**src/rtl/mem_mapper_if.sv**
```systemverilog
// mem_mapper_if: CPU/VPU/SRAM bus bundle between the system and mem_mapper.
// Signals:
//   AD, DI, rw, vma, cs, ext_sel   CPU cycle and decode qualifiers
//   DO                             register read data
//   vramreq, VADDR, vramack        VPU fetch handshake
//   EXT_AD                         physical SRAM address (PA bits)
//   hold, bram_disable             CPU stall and BRAM unmap
//   irq                            write-protect fault (MAPPER_FAULT_IRQ_EN builds only)
// Modports: master drives the CPU/VPU side, slave is the mapper.
interface mem_mapper_if #(parameter int PA = 17);
    logic [15:0]   AD;
    logic [7:0]    DI;
    logic [7:0]    DO;
    logic          rw;
    logic          vma;
    logic          cs;
    logic          ext_sel;
    logic          vramreq;
    logic [15:0]   VADDR;
    logic          vramack;
    logic [PA-1:0] EXT_AD;
    logic          hold;
    logic          bram_disable;
`ifdef MAPPER_FAULT_IRQ_EN
    logic          irq;
    modport master (output AD, DI, rw, vma, cs, ext_sel, vramreq, VADDR,
                    input DO, vramack, EXT_AD, hold, bram_disable, irq);
    modport slave (input AD, DI, rw, vma, cs, ext_sel, vramreq, VADDR,
                   output DO, vramack, EXT_AD, hold, bram_disable, irq);
`else
    modport master (output AD, DI, rw, vma, cs, ext_sel, vramreq, VADDR,
                    input DO, vramack, EXT_AD, hold, bram_disable);
    modport slave (input AD, DI, rw, vma, cs, ext_sel, vramreq, VADDR,
                   output DO, vramack, EXT_AD, hold, bram_disable);
`endif
endinterface

```
**src/rtl/mem_mapper.sv**
```systemverilog
// mem_mapper: paged 8 KB window mapper, wait-state generator and video/CPU arbiter.
// Ports:
//   clk   system clock
//   rst   asynchronous active-high reset
//   bus   mem_mapper_if.slave (CPU cycle, register file, VPU handshake, SRAM address, hold)
// Optional build macro MAPPER_FAULT_IRQ_EN adds sticky write-protect fault status
// in register 6 and drives bus.irq from it.
module mem_mapper #(
    parameter int WINDOWS    = 2,
    parameter int BASE_SLOT  = 6,
    parameter int PAGE_BITS  = 4,
    parameter int WS_DEFAULT = 1
) (
    input logic         clk,
    input logic         rst,
    mem_mapper_if.slave bus
);
    localparam int PA = PAGE_BITS + 13;
    localparam logic [3:0] WMASK = 4'((1 << WINDOWS) - 1);
    typedef enum logic [1:0] {IDLE, WAIT, DONE, VIDEO} state_t;
    logic [PAGE_BITS-1:0] page [WINDOWS];
    logic [3:0] en, wp;
    logic [2:0] ws, cnt;
    logic bd, hold_r, ack_r, hit;
    logic [PAGE_BITS-2:0] hit_page;
    logic [7:0] rd_data;
    state_t state;
    wire reg_wr = bus.cs && bus.vma && !bus.rw;
`ifdef MAPPER_FAULT_IRQ_EN
    logic wp_fault, fault;
    logic [1:0] fault_idx, fidx;
`endif
    // A write into a protected window is not mapped, so it lands on whatever
    // sits underneath in the flat address space (shadow RAM under ROM).
    always_comb begin
        hit = 1'b0;
        hit_page = '0;
`ifdef MAPPER_FAULT_IRQ_EN
        wp_fault = 1'b0;
        fault_idx = '0;
`endif
        for (int k = 0; k < WINDOWS; k++)
            if (bus.vma && en[k] && bus.AD[15:13] == 3'(BASE_SLOT + k)) begin
                if (bus.rw || !wp[k]) begin
                    hit = 1'b1;
                    hit_page = page[k][PAGE_BITS-2:0];
                end
`ifdef MAPPER_FAULT_IRQ_EN
                else begin
                    wp_fault = 1'b1;
                    fault_idx = 2'(k);
                end
`endif
            end
    end
    // Mapped addresses sit in the upper half of SRAM (MSB forced to 1).
    assign bus.EXT_AD = state == VIDEO ? PA'(bus.VADDR)
                      : hit ? {1'b1, hit_page, bus.AD[12:0]} : PA'(bus.AD);
    always_comb begin
        rd_data = 8'hFF;
        for (int k = 0; k < WINDOWS; k++)
            if (bus.AD[2:0] == 3'(k)) rd_data = 8'(page[k]);
        if (bus.AD[2:0] == 3'd4) rd_data = {wp, en};
        if (bus.AD[2:0] == 3'd5) rd_data = {4'b0, ws, bd};
`ifdef MAPPER_FAULT_IRQ_EN
        if (bus.AD[2:0] == 3'd6) rd_data = {5'b0, fidx, fault};
`endif
    end
    assign bus.DO = rd_data;
    assign bus.hold = hold_r;
    assign bus.vramack = ack_r;
    assign bus.bram_disable = bd;
    always_ff @(posedge clk or posedge rst) begin
        if (rst) begin
            for (int k = 0; k < WINDOWS; k++) page[k] <= '0;
            en <= '0;
            wp <= '0;
            ws <= 3'(WS_DEFAULT);
            bd <= 1'b0;
        end else if (reg_wr) begin
            for (int k = 0; k < WINDOWS; k++)
                if (bus.AD[2:0] == 3'(k)) page[k] <= bus.DI[PAGE_BITS-1:0];
            if (bus.AD[2:0] == 3'd4) begin
                en <= bus.DI[3:0] & WMASK;
                wp <= bus.DI[7:4] & WMASK;
            end
            if (bus.AD[2:0] == 3'd5) begin
                bd <= bus.DI[0];
                ws <= bus.DI[3:1];
            end
        end
    end
`ifdef MAPPER_FAULT_IRQ_EN
    // A new fault takes priority over a software clear in the same cycle.
    always_ff @(posedge clk or posedge rst) begin
        if (rst) begin
            fault <= 1'b0;
            fidx <= '0;
        end else if (wp_fault) begin
            fault <= 1'b1;
            fidx <= fault_idx;
        end else if (reg_wr && bus.AD[2:0] == 3'd6 && bus.DI[0]) fault <= 1'b0;
    end
    assign bus.irq = fault;
`endif
    // hold/vramack are registered from the next-state decision; vramack is
    // raised on the cycle the video counter reaches zero.
    always_ff @(posedge clk or posedge rst) begin
        if (rst) begin
            state <= IDLE;
            cnt <= '0;
            hold_r <= 1'b0;
            ack_r <= 1'b0;
        end else case (state)
            IDLE:
                if (bus.vramreq) begin
                    state <= VIDEO;
                    cnt <= ws;
                    hold_r <= 1'b1;
                    ack_r <= ws == 3'd0;
                end else if (bus.ext_sel && bus.vma && ws != 3'd0) begin
                    state <= WAIT;
                    cnt <= ws - 3'd1;
                    hold_r <= 1'b1;
                end
            WAIT:
                if (cnt == 3'd0) begin
                    state <= DONE;
                    hold_r <= 1'b0;
                end else cnt <= cnt - 3'd1;
            DONE: state <= IDLE;
            VIDEO:
                if (cnt == 3'd0) begin
                    state <= IDLE;
                    hold_r <= 1'b0;
                    ack_r <= 1'b0;
                end else begin
                    cnt <= cnt - 3'd1;
                    ack_r <= cnt == 3'd1;
                end
            default: state <= IDLE;
        endcase
    end
endmodule

```
**src/flat_wrapper.sv**
```systemverilog
// flat-port wrapper written by rule: the top's interface ports become plain ports
module mem_mapper_flat 
#(
    parameter int WINDOWS    = 2,
    parameter int BASE_SLOT  = 6,
    parameter int PAGE_BITS  = 4,
    parameter int WS_DEFAULT = 1
)
  (clk, rst, bus_AD, bus_DI, bus_rw, bus_vma, bus_cs, bus_ext_sel, bus_vramreq, bus_VADDR, bus_DO, bus_vramack, bus_EXT_AD, bus_hold, bus_bram_disable);
  mem_mapper_if #(.PA(17)) bus_i ();
  input logic clk;
  input logic rst;
  input wire logic [$bits(bus_i.AD)-1:0] bus_AD;
  input wire logic [$bits(bus_i.DI)-1:0] bus_DI;
  input wire logic [$bits(bus_i.rw)-1:0] bus_rw;
  input wire logic [$bits(bus_i.vma)-1:0] bus_vma;
  input wire logic [$bits(bus_i.cs)-1:0] bus_cs;
  input wire logic [$bits(bus_i.ext_sel)-1:0] bus_ext_sel;
  input wire logic [$bits(bus_i.vramreq)-1:0] bus_vramreq;
  input wire logic [$bits(bus_i.VADDR)-1:0] bus_VADDR;
  output wire logic [$bits(bus_i.DO)-1:0] bus_DO;
  output wire logic [$bits(bus_i.vramack)-1:0] bus_vramack;
  output wire logic [$bits(bus_i.EXT_AD)-1:0] bus_EXT_AD;
  output wire logic [$bits(bus_i.hold)-1:0] bus_hold;
  output wire logic [$bits(bus_i.bram_disable)-1:0] bus_bram_disable;
  assign bus_i.AD = bus_AD;
  assign bus_i.DI = bus_DI;
  assign bus_i.rw = bus_rw;
  assign bus_i.vma = bus_vma;
  assign bus_i.cs = bus_cs;
  assign bus_i.ext_sel = bus_ext_sel;
  assign bus_i.vramreq = bus_vramreq;
  assign bus_i.VADDR = bus_VADDR;
  assign bus_DO = bus_i.DO;
  assign bus_vramack = bus_i.vramack;
  assign bus_EXT_AD = bus_i.EXT_AD;
  assign bus_hold = bus_i.hold;
  assign bus_bram_disable = bus_i.bram_disable;
  mem_mapper #(.WINDOWS(WINDOWS), .BASE_SLOT(BASE_SLOT), .PAGE_BITS(PAGE_BITS), .WS_DEFAULT(WS_DEFAULT)) u_core (.clk(clk), .rst(rst), .bus(bus_i));
endmodule
```
**config.mk**
```make
export PLATFORM = sky130hd
export DESIGN_NAME = mem_mapper_flat
export DESIGN_NICKNAME = d
export VERILOG_FILES = /design/src/rtl/mem_mapper_if.sv /design/src/rtl/mem_mapper.sv /design/src/flat_wrapper.sv
export SDC_FILE = /design/constraint.sdc
export NUM_CORES = 1
export LEC_CHECK = 0
export ABC_CLOCK_PERIOD_IN_PS = 4040
export CORE_MARGIN = 4
export CORE_UTILIZATION = 44
export CTS_CLUSTER_DIAMETER = 60
export DETAILED_ROUTE_END_ITERATION = 7
export GPL_ROUTABILITY_DRIVEN = 0
export GPL_TIMING_DRIVEN = 0
export PLACE_DENSITY = 0.87
export SYNTH_ARGS = -nofsm -noshare
export SYNTH_HDL_FRONTEND = slang
export SYNTH_SLANG_ARGS = --single-unit
```
**constraint.sdc**
```tcl
create_clock -name clk -period 4.04 [get_ports clk]
set_clock_uncertainty 0.2 [all_clocks]
set_input_delay 0.606 -clock clk [delete_from_list [all_inputs] [get_ports clk]]
set_output_delay 0.606 -clock clk [all_outputs]
set_load 0.01 [all_outputs]
```
==> results.py, run 1 <==
metrics = {
    "detailed_routing": {
        "via_per_inst": 5.31,
        "vias": 1450,
        "drc": 0,
        "firstDrtPassIters": 4,
        "routed_wl_um": 4190,
        "wl_per_cell_um": 15.4,
        "first_iter_violations": 46,
        "drtAntennaViolNets": 0,
    },
    "grt": {
        "grtUsageMet1": 0.229,
        "overflow": 0,
        "grt_usage": 0.179,
        "grt_start_max_net_pins": 24,
        "grt_use_met2": 0.304,
        "busiest_layer": "met2",
        "antenna_found_initial": 0,
        "grt_first_pass_wirelength_um": 6240,
        "use_met3": 0.0443,
        "grt_pass1_vias": 1323,
    },
    "floorplanning": {
        "dieHeight_um": 67.9,
        "dieArea_um2": 4600,
        "num_rows": 21,
        "start_util": 0.465,
        "die_x_um": 67.9,
        "io_pins": 75,
        "core_area_um2": 3390,
    },
    "clocking": {
        "ctsLongestPathBuffers": 2,
        "path_clk_slew_ps": 120,
        "clock_latency_ps": 310,
        "cts_tree": "done",
        "clock-sinks": 23,
        "ctsHoldBuffers": 0,
        "ctsResizeCount": 0,
        "post-cts-setup-buffer-count": 0,
        "cts-buffers-inserted": 3,
        "cts_htree_levels": 1,
        "cts_root_buf": "clkbuf_4",
    },
    "timing": {
        "min_period_ps": 3540,
        "worstMarginPinSlew_ps": 869,
        "hold_viol": 0,
        "finalSetupTns_ps": 0,
        "rsz0062_at_grt": "false",
        "fmax_mhz": 283,
        "maxSlewHeadroom": 0.420,
        "setup_viol": 0,
        "slew_viol_final": 0,
        "hold_ws_ps": 326,
        "period_share": 0.875,
        "worst_slack_ps": 504,
    },
    "status": {
        "status": "finished clean",
    },
    "power_and_ir_drop": {
        "power.leakage_nw": 1.00,
        "power_mw": 1.11,
        "p_comb_frac": 0.587,
        "p_sw_mw": 0.407,
        "clockPowerShare": 0.098,
        "vdd_drop_max_v": 0.000241,
        "p_per_area_nw_per_um2": 468,
        "p_int_mw": 0.707,
        "power.share.sequential": 0.316,
        "power.share.switching": 0.365,
    },
    "yosys": {
        "synth_seq_cells": 23,
        "avgSynthCellArea_um2": 10.4,
        "yosysSeqAreaShare": 0.366,
        "synthFlopType": "dfrtp_1",
        "netlist_area_um2": 1580,
        "async_reset_ff_frac": 1.00,
        "syn-num-nets": 203,
        "synth_edf_count": 0,
        "syn_inst": 151,
        "synth_cell_type_count": 41,
        "yosys_warnings": 0,
    },
    "worst_setup_path": {
        "cp.arrival_ps": 2730,
        "crit_fanout": 10,
        "worstSetupPathType": "in -> out",
        "path_cells": "clkdlybuf4s50_1 -> clkbuf_1 -> mux4_2 -> or2_1 -> clkdlybuf4s50_1",
        "ff2ff_path_depth": 7,
        "crit_path_top_delay_cell": "mux4_2",
        "end_kind": "output port",
        "slowest_delay_ps": 560,
        "startpoint_type": "primary input",
        "critPathRequiredTime_ps": 3230,
        "timing.critical_path.mode_cell": "clkdlybuf4s50_1",
    },
    "min_path": {
        "hp-class": "reg -> reg",
        "hold_path_depth": 2,
    },
    "final_layout": {
        "syn_to_final_growth_pct": 51.1,
        "diodes": 0,
        "finalNetCount": 280,
        "layout-drive-gt1-share": 0.159,
    },
    "place": {
        "place_ws_ps": 482,
        "io_buffers": 72,
        "dp_hpwl_um": 3330,
    },
    "run": {
        "cap_violations": 0,
    },
}
[metrics by stage]
| step | cells | cell area (um^2) | utilization |
|---|---|---|---|
| 5_1_grt | 273 | 2380 | 0.703 |
| 2_1_floorplan | 151 | 1580 | - |
| 6_report | 273 | 2380 | 0.703 |
| 3_5_place_dp | 269 | 2350 | 0.695 |
| 4_1_cts | 273 | 2380 | 0.703 |
| 3_3_place_gp | 269 | 2350 | 0.695 |
[final cells by class]
| cell class | count | area [um^2] |
|---|---|---|
| buffer | 7 | 40.0 |
| clock buffer | 3 | 22.5 |
| clock inverter | 1 | 5.00 |
| fill | 254 | 1010 |
| inverter | 10 | 37.5 |
| multi-input combinational | 111 | 922 |
| sequential | 23 | 577 |
| tap | 46 | 57.6 |
| timing repair buffer | 72 | 721 |
[synth_stat cells, types with 2 or more instances]
cell type | number | area share
nor2b_1 | 4 | 0.016
clkbuf_1 | 3 | 0.0071
mux2i_1 | 6 | 0.038
nor2_1 | 6 | 0.014
o21ai_0 | 10 | 0.032
a31oi_1 | 4 | 0.016
mux4_2 | 2 | 0.029
a21o_1 | 2 | 0.0095
ha_1 | 5 | 0.040
a21oi_1 | 2 | 0.0063
inv_1 | 9 | 0.021
nor3_2 | 2 | 0.013
nand2_1 | 13 | 0.031
or2_1 | 2 | 0.0079
dfrtp_1 | 22 | 0.35
xnor2_1 | 2 | 0.011
a31o_1 | 2 | 0.011
nand2b_1 | 2 | 0.0079
and3_1 | 3 | 0.012
a41oi_1 | 3 | 0.017
mux2_2 | 20 | 0.14
or4b_1 | 2 | 0.013
buf_2 | 2 | 0.0063
mux2_1 | 6 | 0.043
[final timing paths]
kind,startpoint,endpoint,slack (ps)
worst min-delay path,u_core.bus.hold,u_core.bus.hold,330
min in group asynchronous,rst,u_core.page[1],550
max in group asynchronous,rst,u_core.page[5],2550
worst max-delay path,bus_AD[2],bus_DO[0],500
worst min register to register,u_core.bus.hold,u_core.bus.hold,330
worst max register to register,u_core.ws[0],u_core.cnt[0],1740
[registers in the layout, indices dropped and copies added (netlist names)]
register / cells
u_core.bus.bram_disable: 1
u_core.state: 2
u_core.bus.vramack: 1
u_core.page: 8
u_core.wp: 2
u_core.ws: 3
u_core.cnt: 3
u_core.en: 2
u_core.bus.hold: 1
[placed cells by master, fill, tap and decap left out, drive strengths merged, types with 2 or more instances in the layout]
cell           count
nand2b             2
ha                 5
dfrtp             22
or2                2
nor3               3
a31oi              4
clkdlybuf4s50     72
nor2               7
a41oi              3
xnor2              2
a21oi              2
o21ai             10
a221oi             2
inv               10
and3               3
a31o               2
a21o               2
or4b               2
nor2b              4
buf                4
clkbuf             6
mux4               2
mux2i              6
nand2             13
mux2              26
[cells by family after synthesis]
group                      after synthesis  share of synthesized area
buffers and inverters                   17                     0.0492
adders and majority gates                5                     0.0397
and+or+nand+nor                         42                      0.152
AOI/OAI and AO/OA                       28                      0.130
muxes                                   34                      0.252
xor gates and xnor gates                 2                     0.0111
DFF                                     23                      0.366
[metal layers]
layer	share of wire	wire length, um
met1	0.41	1740
met2	0.46	1930
met3	0.12	502
met4	0.0050	21
met5	0	0
[power groups by stage]
stage,Sequential (mW),Clock [mW],Combinational (mW)
2_1_floorplan,0.347,0,0.391
3_3_place_gp,0.351,0,0.641
3_5_place_dp,0.355,0,0.659
4_1_cts,0.350,0.111,0.661
5_1_grt,0.359,0.121,0.714
6_report,0.352,0.109,0.654
[worst max-delay path: cells and delay by family]
| family | cells | cell delay (ps) |
|---|---|---|
| buffers and inverters | 3 | 1330 |
| multiplexers | 1 | 560 |
| AND/OR/NAND/NOR | 1 | 230 |
Note: power is estimated with default switching activity, not from simulation.
==> inputs of run 2 (changes only) <==
ABC_CLOCK_PERIOD_IN_PS = 4490   (was 4040)
clock period = 4.49 ns   (was 4.04 ns; I/O delays follow)
==> results of run 2 <==
Same layout as run 1 (identical final DEF). Status: finished clean.
Main changes from that run: setup slack after placement 482 ps -> 797 ps; setup slack after layout 504 ps -> 819 ps; register-to-register setup slack 1740 ps -> 2190 ps; total power 1.11 mW -> 1.00 mW; worst IR drop on VDD 0.000241 V -> 0.000216 V
==> inputs of run 3 (changes only) <==
ABC_CLOCK_PERIOD_IN_PS = 3000   (was 4490)
CORE_UTILIZATION = 37   (was 44)
PLACE_DENSITY = 0.79   (was 0.87)
clock period = 3 ns   (was 4.49 ns; I/O delays follow)
==> run 3 against run 2 <==
  * Cell count increased by 1.5%
  * Cell area is 1.6% higher
  * Register-to-register slack got worse by 1500 ps
  * Total power is 53% higher
  * Non-clock buffer count is the same
  * Die area grew 17%
  * Critical path depth stayed put
  * Combinational power up 48%
  * Sequential power rose by 49%
  * Worst setup slack worse by 730 ps
  * Largest cell class unchanged
==> results.py, run 3 (synthesis results as in run 1) <==
metrics = {
    "clocking": {
        "ctsLongestPathBuffers": 2,
        "clock_latency_ps": 260,
        "cts_root_buf": "clkbuf_8",
        "path_clk_slew_ps": 90,
        "post-cts-setup-buffer-count": 0,
        "cts-buffers-inserted": 3,
        "clock-sinks": 23,
        "cts_tree": "done",
        "cts_htree_levels": 1,
    },
    "floorplanning": {
        "num_rows": 23,
        "core_area_um2": 4060,
        "die_x_um": 73.3,
        "dieArea_um2": 5370,
        "dieHeight_um": 73.3,
        "io_pins": 75,
        "start_util": 0.389,
    },
    "worst_setup_path": {
        "cp.arrival_ps": 2260,
        "end_kind": "output port",
        "worstSetupPathType": "in -> out",
        "crit_fanout": 10,
        "critPathRequiredTime_ps": 2350,
        "startpoint_type": "primary input",
    },
    "power_and_ir_drop": {
        "p_per_area_nw_per_um2": 634,
        "vdd_drop_max_v": 0.000312,
        "power.leakage_nw": 1.03,
    },
    "place": {
        "place_ws_ps": -215,
        "io_buffers": 72,
        "post_dp_cell_area_um2": 2360,
        "dp_hpwl_um": 3260,
    },
    "timing": {
        "period_share": 0.970,
        "min_period_ps": 2910,
        "worstMarginPinSlew_ps": 855,
        "maxSlewHeadroom": 0.429,
        "finalSetupTns_ps": 0,
        "setup_viol": 0,
        "hold_viol": 0,
        "rsz0062_at_grt": "false",
        "fmax_mhz": 344,
        "hold_ws_ps": 301,
        "worst_slack_ps": 89.2,
        "slew_viol_final": 0,
    },
    "detailed_routing": {
        "firstDrtPassIters": 5,
        "drtAntennaViolNets": 0,
        "vias": 1430,
        "first_iter_violations": 66,
        "routed_wl_um": 4130,
        "wl_per_cell_um": 14.9,
        "drc": 0,
        "via_per_inst": 5.16,
    },
    "final_layout": {
        "final_cell_mix": "68 x clkdlybuf4s50_1, 22 x dfrtp_1, 20 x mux2_2",
        "layout-drive-gt1-share": 0.163,
        "largest_register_ffs": 8,
        "mostFrequentLayoutCell": "clkdlybuf4s50_1",
        "finalNetCount": 280,
        "top_register": "u_core.page",
        "syn_to_final_growth_pct": 53.6,
        "diodes": 0,
        "final_area_um2": 2420,
        "reg.largest.list": "u_core.page (8), u_core.cnt (3), u_core.ws (3)",
    },
    "grt": {
        "grt_usage": 0.154,
        "overflow": 0,
        "grt_pass1_vias": 1357,
        "grt_start_max_net_pins": 24,
        "grt_first_pass_wirelength_um": 6570,
        "antenna_found_initial": 0,
    },
    "run": {
        "cap_violations": 0,
    },
    "status": {
        "status": "finished clean",
    },
    "min_path": {
        "hp-class": "reg -> reg",
    },
}
-- run 3: critical path: stages --
cell and delay [ps]:
clkdlybuf4s50_1 480, buf_6 150, mux4_2 480, or2_1 210, clkdlybuf4s50_1 480
-- run 3: metrics by stage --
| step | util | power [mW] | instances |
|---|---|---|---|
| floorplan | - | 0.995 | 151 |
| global placement | 0.582 | 1.34 | 273 |
| detailed placement | 0.582 | 1.36 | 273 |
| CTS | 0.595 | 1.54 | 277 |
| global route | 0.597 | 1.65 | 277 |
| finish | 0.597 | 1.53 | 277 |
-- run 3: path summary, 6_finish.rpt --
path | startpoint | end | slack, ps | cells past startpoint
worst max-delay path | bus_AD[2] | bus_DO[0] | 90 | 5
worst min-delay path | u_core.bus.hold | u_core.bus.hold | 300 | 2
worst max register to register | u_core.ws[0] | u_core.cnt[0] | 710 | 7
worst min register to register | u_core.bus.hold | u_core.bus.hold | 300 | 2
max in group asynchronous | rst | u_core.wp[1] | 1610 | 2
min in group asynchronous | rst | u_core.ws[1] | 450 | 2
-- run 3: what timing repair did --
| action | in CTS | in global routing |
|---|---|---|
| pin swaps | 1 | 0 |
| endpoints found under the setup margin | 4 | 3 |
| hold buffers | 0 | 0 |
| gates resized for setup | 7 | 4 |
-- run 3: layer usage --
metal / vias to the layer above / routed length, um / part of all wire / GRT usage
met5: - / 0 / 0 / 0
met4: 0 / 24 / 0.0058 / 0.0369
met3: 2 / 495 / 0.12 / 0.0397
met2: 62 / 1860 / 0.45 / 0.246
met1: 659 / 1750 / 0.42 / 0.209
li1: 707 / - / - / -
-- run 3: power breakdown --
part | internal, mW | switching, mW
Sequential | 0.404 | 0.0677
Combinational | 0.495 | 0.377
Clock | 0.0925 | 0.0989
-- run 3: cell type report --
cell class	instances	area, um^2
fillers	350	1640
multi-input cells	111	922
repair buffers	72	719
flip-flops and latches	23	577
well taps	50	62.6
plain buffers	7	56.3
clock buffers	3	41.3
inverters	10	37.5
clock inverters	1	5.00
